`src/rtl/pattern_scan_arbiter.sv`:
```
// Purpose: round-robin arbiter that grants one of four byte channels to a shared "bomb" pattern matcher.
// Latency: grant one edge after a request in IDLE; found_pattern one edge after the completing byte.
// Backpressure: ready follows valid of the granted channel in SCAN only; a report stalls the owner until ack.
module pattern_scan_arbiter #(
    parameter logic [31:0] PATTERN  = 32'h626F6D62,
    parameter int unsigned MAX_IDLE = 8
) (
    input  logic        clk,
    input  logic        reset_sync,
    input  logic [3:0]  req,
    input  logic [3:0]  valid,
    input  logic [31:0] data,
    input  logic        ack,
    output logic [3:0]  grant,
    output logic        ready,
    output logic        found_pattern,
    output logic [1:0]  match_chan,
    output logic        timeout,
    output logic [15:0] match_count
);

    typedef enum logic [1:0] {IDLE, SCAN, REPORT} state_t;

    localparam logic [7:0] MAX_IDLE_C = 8'(MAX_IDLE);

    state_t      r_state;
    state_t      w_state_nxt;
    logic [3:0]  r_grant;
    logic [1:0]  r_owner;
    logic [1:0]  r_last_owner;
    logic [31:0] r_shift;
    logic [7:0]  r_idle_cnt;
    logic        r_found;
    logic [1:0]  r_match_chan;
    logic        r_timeout;
    logic [15:0] r_match_count;

    logic [7:0]  w_byte;
    logic [31:0] w_shift_nxt;
    logic        w_vld_g;
    logic        w_req_g;
    logic        w_accept;
    logic        w_match;
    logic        w_idle_hit;
    logic [1:0]  w_pick;
    logic        w_load;
    logic        w_release;
    logic        w_report;
    logic        w_done;

    // Only the owner's lane is visible to the matcher; other channels are ignored here.
    assign w_vld_g     = valid[r_owner];
    assign w_req_g     = req[r_owner];
    assign w_byte      = data[8*r_owner +: 8];
    assign w_accept    = (r_state == SCAN) && w_vld_g;
    assign w_shift_nxt = {r_shift[23:0], w_byte};
    assign w_match     = w_accept && (w_shift_nxt == PATTERN);
    assign w_idle_hit  = (r_state == SCAN) && !w_vld_g && ((r_idle_cnt + 8'd1) == MAX_IDLE_C);

    // Round-robin pick: scan from the farthest candidate to the nearest so the channel right after last_owner wins.
    always_comb begin
        w_pick = r_last_owner;
        for (int k = 4; k >= 1; k--) begin
            if (req[r_last_owner + 2'(k)]) begin
                w_pick = r_last_owner + 2'(k);
            end
        end
    end

    // Next-state decode; a completing match outranks both req drop and idle release.
    always_comb begin
        w_state_nxt = r_state;
        w_load      = 1'b0;
        w_release   = 1'b0;
        w_report    = 1'b0;
        w_done      = 1'b0;
        case (r_state)
            IDLE: begin
                if (|req) begin
                    w_load      = 1'b1;
                    w_state_nxt = SCAN;
                end
            end
            SCAN: begin
                if (w_match) begin
                    w_report    = 1'b1;
                    w_state_nxt = REPORT;
                end else if (w_idle_hit || !w_req_g) begin
                    w_release   = 1'b1;
                    w_state_nxt = IDLE;
                end
            end
            REPORT: begin
                if (ack) begin
                    w_done      = 1'b1;
                    w_state_nxt = IDLE;
                end
            end
            default: w_state_nxt = IDLE;
        endcase
    end

    // FSM state register.
    always_ff @(posedge clk or negedge reset_sync) begin
        if (!reset_sync) r_state <= IDLE;
        else             r_state <= w_state_nxt;
    end

    // Grant, ownership, shift register, idle counter and report registers.
    always_ff @(posedge clk or negedge reset_sync) begin
        if (!reset_sync) begin
            r_grant       <= 4'd0;
            r_owner       <= 2'd0;
            r_last_owner  <= 2'd3;
            r_shift       <= 32'd0;
            r_idle_cnt    <= 8'd0;
            r_found       <= 1'b0;
            r_match_chan  <= 2'd0;
            r_timeout     <= 1'b0;
            r_match_count <= 16'd0;
        end else begin
            r_timeout <= w_release && w_idle_hit;
            if (w_load) begin
                r_grant    <= 4'b0001 << w_pick;
                r_owner    <= w_pick;
                r_shift    <= 32'd0;
                r_idle_cnt <= 8'd0;
            end else if (r_state == SCAN) begin
                if (w_accept) begin
                    r_shift    <= w_shift_nxt;
                    r_idle_cnt <= 8'd0;
                end else begin
                    r_idle_cnt <= r_idle_cnt + 8'd1;
                end
            end
            if (w_release || w_done) begin
                r_grant      <= 4'd0;
                r_last_owner <= r_owner;
            end
            if (w_report) begin
                r_found      <= 1'b1;
                r_match_chan <= r_owner;
                if (r_match_count != 16'hFFFF) r_match_count <= r_match_count + 16'd1;
            end else if (w_done) begin
                r_found <= 1'b0;
            end
        end
    end

    assign grant         = r_grant;
    assign ready         = w_accept;
    assign found_pattern = r_found;
    assign match_chan    = r_match_chan;
    assign timeout       = r_timeout;
    assign match_count   = r_match_count;

endmodule

```
`config.mk`:
```
export PLATFORM = sky130hd
export DESIGN_NAME = pattern_scan_arbiter
export DESIGN_NICKNAME = d
export VERILOG_FILES = /design/src/rtl/pattern_scan_arbiter.sv
export SDC_FILE = /design/constraint.sdc
export NUM_CORES = 1
export LEC_CHECK = 0
export BUFFER_PORTS_ARGS = -buffer_cell sky130_fd_sc_hd__buf_2
export CORE_AREA = 2 2 89 91
export DETAILED_ROUTE_END_ITERATION = 7
export DIE_AREA = 0 0 91 93
export MAX_ROUTING_LAYER = met4
export PLACE_DENSITY_LB_ADDON = 0.08
export SLEW_MARGIN = 15
export SYNTH_ARGS = -nofsm -noshare
export SYNTH_HDL_FRONTEND = slang
export SYNTH_SLANG_ARGS = --single-unit
export TNS_END_PERCENT = 100
```
`constraint.sdc`:
```
create_clock -name clk -period 2.4 [get_ports clk]
set_input_delay 0.48 -clock clk [delete_from_list [all_inputs] [get_ports clk]]
set_output_delay 0.48 -clock clk [all_outputs]
set_load 0.02 [all_outputs]
```
# Word-level counts from Yosys, hierarchy flattened
# Index checks and enable logic that the tools add are counted.
[op_classes]
order_cmp = 4
reduce_logical = 18
addsub = 5
shift = 2
eq_ne = 8
muxes = 37
[op_table]
columns = ["op", "count"]
rows = [
  ["24-bit two-way mux", 3],
  ["32-bit by 31-bit equality test with 1-bit output, second input constant", 1],
  ["32-bit by 6-bit variable part select with 8-bit output", 1],
  ["8-bit two-way mux", 3],
  ["16-bit by 1-bit adder with 16-bit output, second input constant", 1],
  ["1-bit two-way mux", 16],
  ["16-bit != test, second input constant", 1],
  ["2-bit two-way mux", 7],
  ["2-bit by 3-bit less-than comparator with 1-bit output, second input constant", 4],
  ["1-bit binary-select mux with 2-bit select", 5],
  ["8-bit by 1-bit adder with 8-bit output, second input constant", 1],
  ["8-bit by 4-bit equality test with 1-bit output, second input constant", 1],
  ["4-bit two-way mux", 2],
  ["2-bit nonzero test", 4],
  ["2-bit case mux with 3 select lines", 1],
  ["1-bit logical AND", 5],
  ["2-bit adder, second input constant", 2],
  ["2-bit != test, second input constant", 2],
  ["2-bit AND reduction", 2],
  ["4-bit OR reduction", 1],
  ["1-bit by 2-bit left shift with 4-bit output, first input constant", 1],
  ["3-bit by 2-bit != test with 1-bit output, second input constant", 1],
  ["3-bit AND reduction", 1],
  ["2-bit by 1-bit adder with 2-bit output, second input constant", 1],
  ["other kinds (5)", 7],
]
[word_totals]
word_cells = 84
input_bits = 43
out_inout_bits = 25
reg_bits = 62

# Logic depth before layout (Yosys ltp)
[depth]
word_depth = 11
depth_mapped = 8
ltp_nobuf = 7

# Worst setup path after synthesis
# OpenSTA, ideal clock, no wires.
[synth_path]
path_kind = "in2reg"
start = "input data[15]"
end = "register r_match_count[12] (netlist: match_count[12])"
path_buffers = 0
slack_ns = -0.162
arrival_time_ns = 2.437
setup_time_ns = 0.125
t_required_ns = 2.275
path_stages = 6
cell_sequence = "mux4_1 > nor4bb_1 > and4b_1 > nand2_2 > or4_4 > mux2_4"
[synth_via]
elab_chain_len = 6
[synth_lines]
columns = ["element", "line", "source"]
rows = [
  ["from (decl)", "12", "input logic [31:0] data,"],
  ["32-bit by 6-bit variable part select with 8-bit output", "54", "assign w_byte = data[8*r_owner +: 8];"],
  ["32-bit by 31-bit equality test with 1-bit output", "57", "assign w_match = w_accept && (w_shift_nxt == PATTERN);"],
  ["1-bit logical AND", "57", ""],
  ["1-bit two-way mux", "85", "if (w_match) begin"],
  ["1-bit two-way mux", "77", "case (r_state)"],
  ["2-bit AND reduction (no line)", "-", ""],
  ["to (signal assigned)", "143", "if (r_match_count != 16'hFFFF) r_match_count <= r_match_count + 16'd1;"],
  ["to (decl)", "36", "logic [15:0] r_match_count;"],
]
# Every way passes these cells.
# A chain may end at the register's enable or synchronous reset.

# Worst setup path after layout
[layout_path]
start = "register r_owner[0]"
end = "register r_match_count[12] (netlist: match_count[12])"
[layout_via]
elab_chain_len = 7
elab_cells_between_ends = 9
classes_between = "eq/ne: 1; shift: 1; mux: 4; reduce/logical: 3"
[layout_lines]
columns = ["element", "line", "source"]
rows = [
  ["from (decl)", "29", "logic [1:0] r_owner;"],
  ["from (signal assigned)", "125", "r_owner <= w_pick;"],
  ["parallel branches: the longest is 3 deep, another holds 32-bit by 6-bit variable part select with 8-bit output", "-", ""],
  ["1-bit logical AND (*)", "57", ""],
  ["1-bit two-way mux (*)", "85", ""],
  ["1-bit two-way mux (*)", "77", ""],
  ["2-bit AND reduction (no line) (*)", "-", ""],
]
# Mark *: on every way between the ends. The select of a mux whose other input is x is not followed.

==> impl_metrics.tcl <==
set metrics [dict create \
    worstMarginPinSlew_ns 0.474 \
    synth_edf_count 0 \
    synth_compound_gate_area_share 0.108 \
    antenna_found_initial 0 \
    fmax_mhz 401 \
    syn_nets 359 \
    relSlewSlack 0.683 \
    setup_violations 9 \
    syn_avg_cell_area_um2 10.0 \
    antenna_left 0 \
    violations "setup timing" \
    dp_hpwl_um 5250 \
    synthMuxAreaShare 0.101 \
    fill_cells 738 \
    layout_common_cells "67 x nand2_1, 67 x buf_2, 59 x dfrtp_1" \
    clk_latency_ns 0.33 \
    yosysUniqueCellTypes 48 \
    power_mw 3.99 \
    ys_seq_area_frac 0.494 \
    dp_slack_ns -0.320 \
    layout_setup_ws_ns -0.0944 \
    drc 0 \
    clock-sinks 62 \
    diodes 0 \
    clk_pin_slew_ns 0.07 \
    status "finished with violations" \
    grt_overflow 0 \
    synthArstFlopShare 1.00 \
    crit_path_end_kind "register" \
    start_util 0.418 \
    cts_root_buf "clkbuf_8" \
    grt_max_degree 63 \
    hp-class "primary input to async pin" \
    path_class "register to register" \
    finish.instance_area_um2 4160 \
    cts_hold_buf 0 \
    tns_ns -0.306 \
    layout.nets 452 \
    skew_ns 0.00968 \
    synthFlopType "dfrtp_1" \
    area_delta_synth_final_pct 32.1 \
    place_area_um2 3760 \
    cap_violations 0 \
    coreArea_um2 7530 \
    wl_per_cell_um 14.8 \
    start_kind "register" \
    dieArea_um2 8460 \
    wl_um 7600 \
    synth_adder_area_share 0.00796 \
    synth_xor_area_frac 0.0418 \
    dieHeight_um 93 \
    grt_pass1_wl_um 12600 \
    peakVddDrop_mv 0.522 \
    grtUsageTotal 0.193 \
    via_per_inst 5.15 \
    firstDrtPassIters 4 \
    hold_violations 0 \
    synth_warnings 0 \
    yosys_register_bits 62 \
    rsz0062_at_grt "yes" \
    synth_area_um2 3150 \
    numPortBuffers 67 \
    io_pins 68 \
    post-route-period-util 1.04 \
    arrival_ns 2.72 \
    power.leakage_nw 2.06 \
    cp.required_ns 2.62 \
    cts_tree "done" \
    drtIter0Drc 171 \
    clk_path_buf_depth 2 \
    synth-simple-area-share 0.221 \
    die_w_um 91 \
    cts_buffers 9 \
    cp_max_fo 6 \
    htree_levels 3 \
    vias 2640 \
    rows 32 \
    final_util 0.552 \
    syn-instance-count 314 \
    post-route-min-period_ns 2.49 \
    drv_slew 0 \
    place_congestion 0.810 \
    power.density_nw_per_um2 961 \
    drive_gt1_frac 0.358 \
    synth_top_family_by_area "simple AND/OR/NAND/NOR gates" \
    grt_pass1_vias 2528 \
]
logic make-up (layout without fill, tap and decap cells):
family,after synthesis,count (layout)
AND/OR/NAND/NOR,140,140
flip-flops,62,62
AO/OA/AOI/OAI,59,59
buffers and inverters,19,116
multiplexers,17,17
XOR/XNOR,15,15
adder cells (fa/ha/maj),2,2
what timing repair did:
| action | in CTS | in global routing |
|---|---|---|
| pin swaps | 2 | 3 |
| buffers inserted | 0 | 3 |
| resized for setup | 14 | 11 |
| cloned | 1 | 0 |
| setup endpoints to repair | 20 | 19 |
Yosys cell counts, types with 2 or more instances:
cell,instances,share of area
buf_2,2,0.0032
o21ai_0,15,0.024
xnor2_1,4,0.011
a31oi_1,2,0.0040
nand3_1,14,0.022
nand2_1,68,0.081
nand4_1,6,0.012
inv_1,7,0.0084
a21oi_1,31,0.049
nor3_1,7,0.011
mux2_2,5,0.018
o31ai_1,2,0.0048
mux4_2,7,0.050
nor2_1,15,0.018
dfstp_2,2,0.017
xor2_1,11,0.031
nor4_1,6,0.012
dfrtp_1,60,0.48
nor4bb_1,3,0.0095
and3_1,6,0.012
clkbuf_1,8,0.0095
mux4_1,3,0.025
ha_1,2,0.0080
a21o_1,2,0.0048
nand2b_1,2,0.0040
and4b_1,2,0.0064
per-layer routing:
layer | track usage | part of all wire
met3 | 0.0371 | 0.030
met1 | 0.264 | 0.47
met5 | - | 0
met2 | 0.287 | 0.49
met4 | 0.0720 | 0.011
worst max-delay path: stages (launching register included):
cell	delay, ns
dfrtp_2	0.45
buf_4	0.19
mux4_2	0.37
nor4bb_4	0.30
and4b_2	0.30
nand2_2	0.06
or4_4	0.42
mux2_4	0.31
power breakdown:
group          internal (mW)  switching (mW)  leakage (nW)
logic                  0.774           0.798          1.11
registers               1.23           0.162         0.833
clock network          0.632           0.392         0.115
state kept, by name (all words and copies together), names as in the netlist:
register and cells:
r_idle_cnt 8, r_shift 24, r_owner 2, found_pattern 1
match_chan 2, r_last_owner 2, match_count 16, grant 4
timeout 1, r_state 2
worst paths after layout:
path	slack, ns	from	end	cells past startpoint
max	-0.09	r_owner[0]	match_count[12]	7
max reg2reg	-0.09	r_owner[0]	match_count[12]	7
min	0.15	reset_sync	r_idle_cnt[4]	2
min reg2reg	0.50	match_count[7]	match_count[7]	1
min in group clk	0.38	ack	r_state[1]	2
max in group asynchronous	1.94	reset_sync	r_last_owner[0]	2
area by class of cell:
class                           count  area (µm²)  share of cell area
Clock buffer                       11         151              0.0364
Clock inverter                      4        70.1              0.0169
Inverter                            7        26.3             0.00632
Multi-Input combinational cell    233        1620               0.390
Sequential cell                    62        1560               0.374
Tap cell                          102         128              0.0307
Timing Repair Buffer               94         604               0.145
per-stage QoR:
stage / std cells / hold slack (ns)
2_1_floorplan: 314 / 0.184
6_report: 513 / 0.149
3_5_place_dp: 494 / 0.489
4_1_cts: 510 / 0.159
3_3_place_gp: 494 / 0.488
5_1_grt: 513 / 0.169
Power figures use the tool's default switching activity.
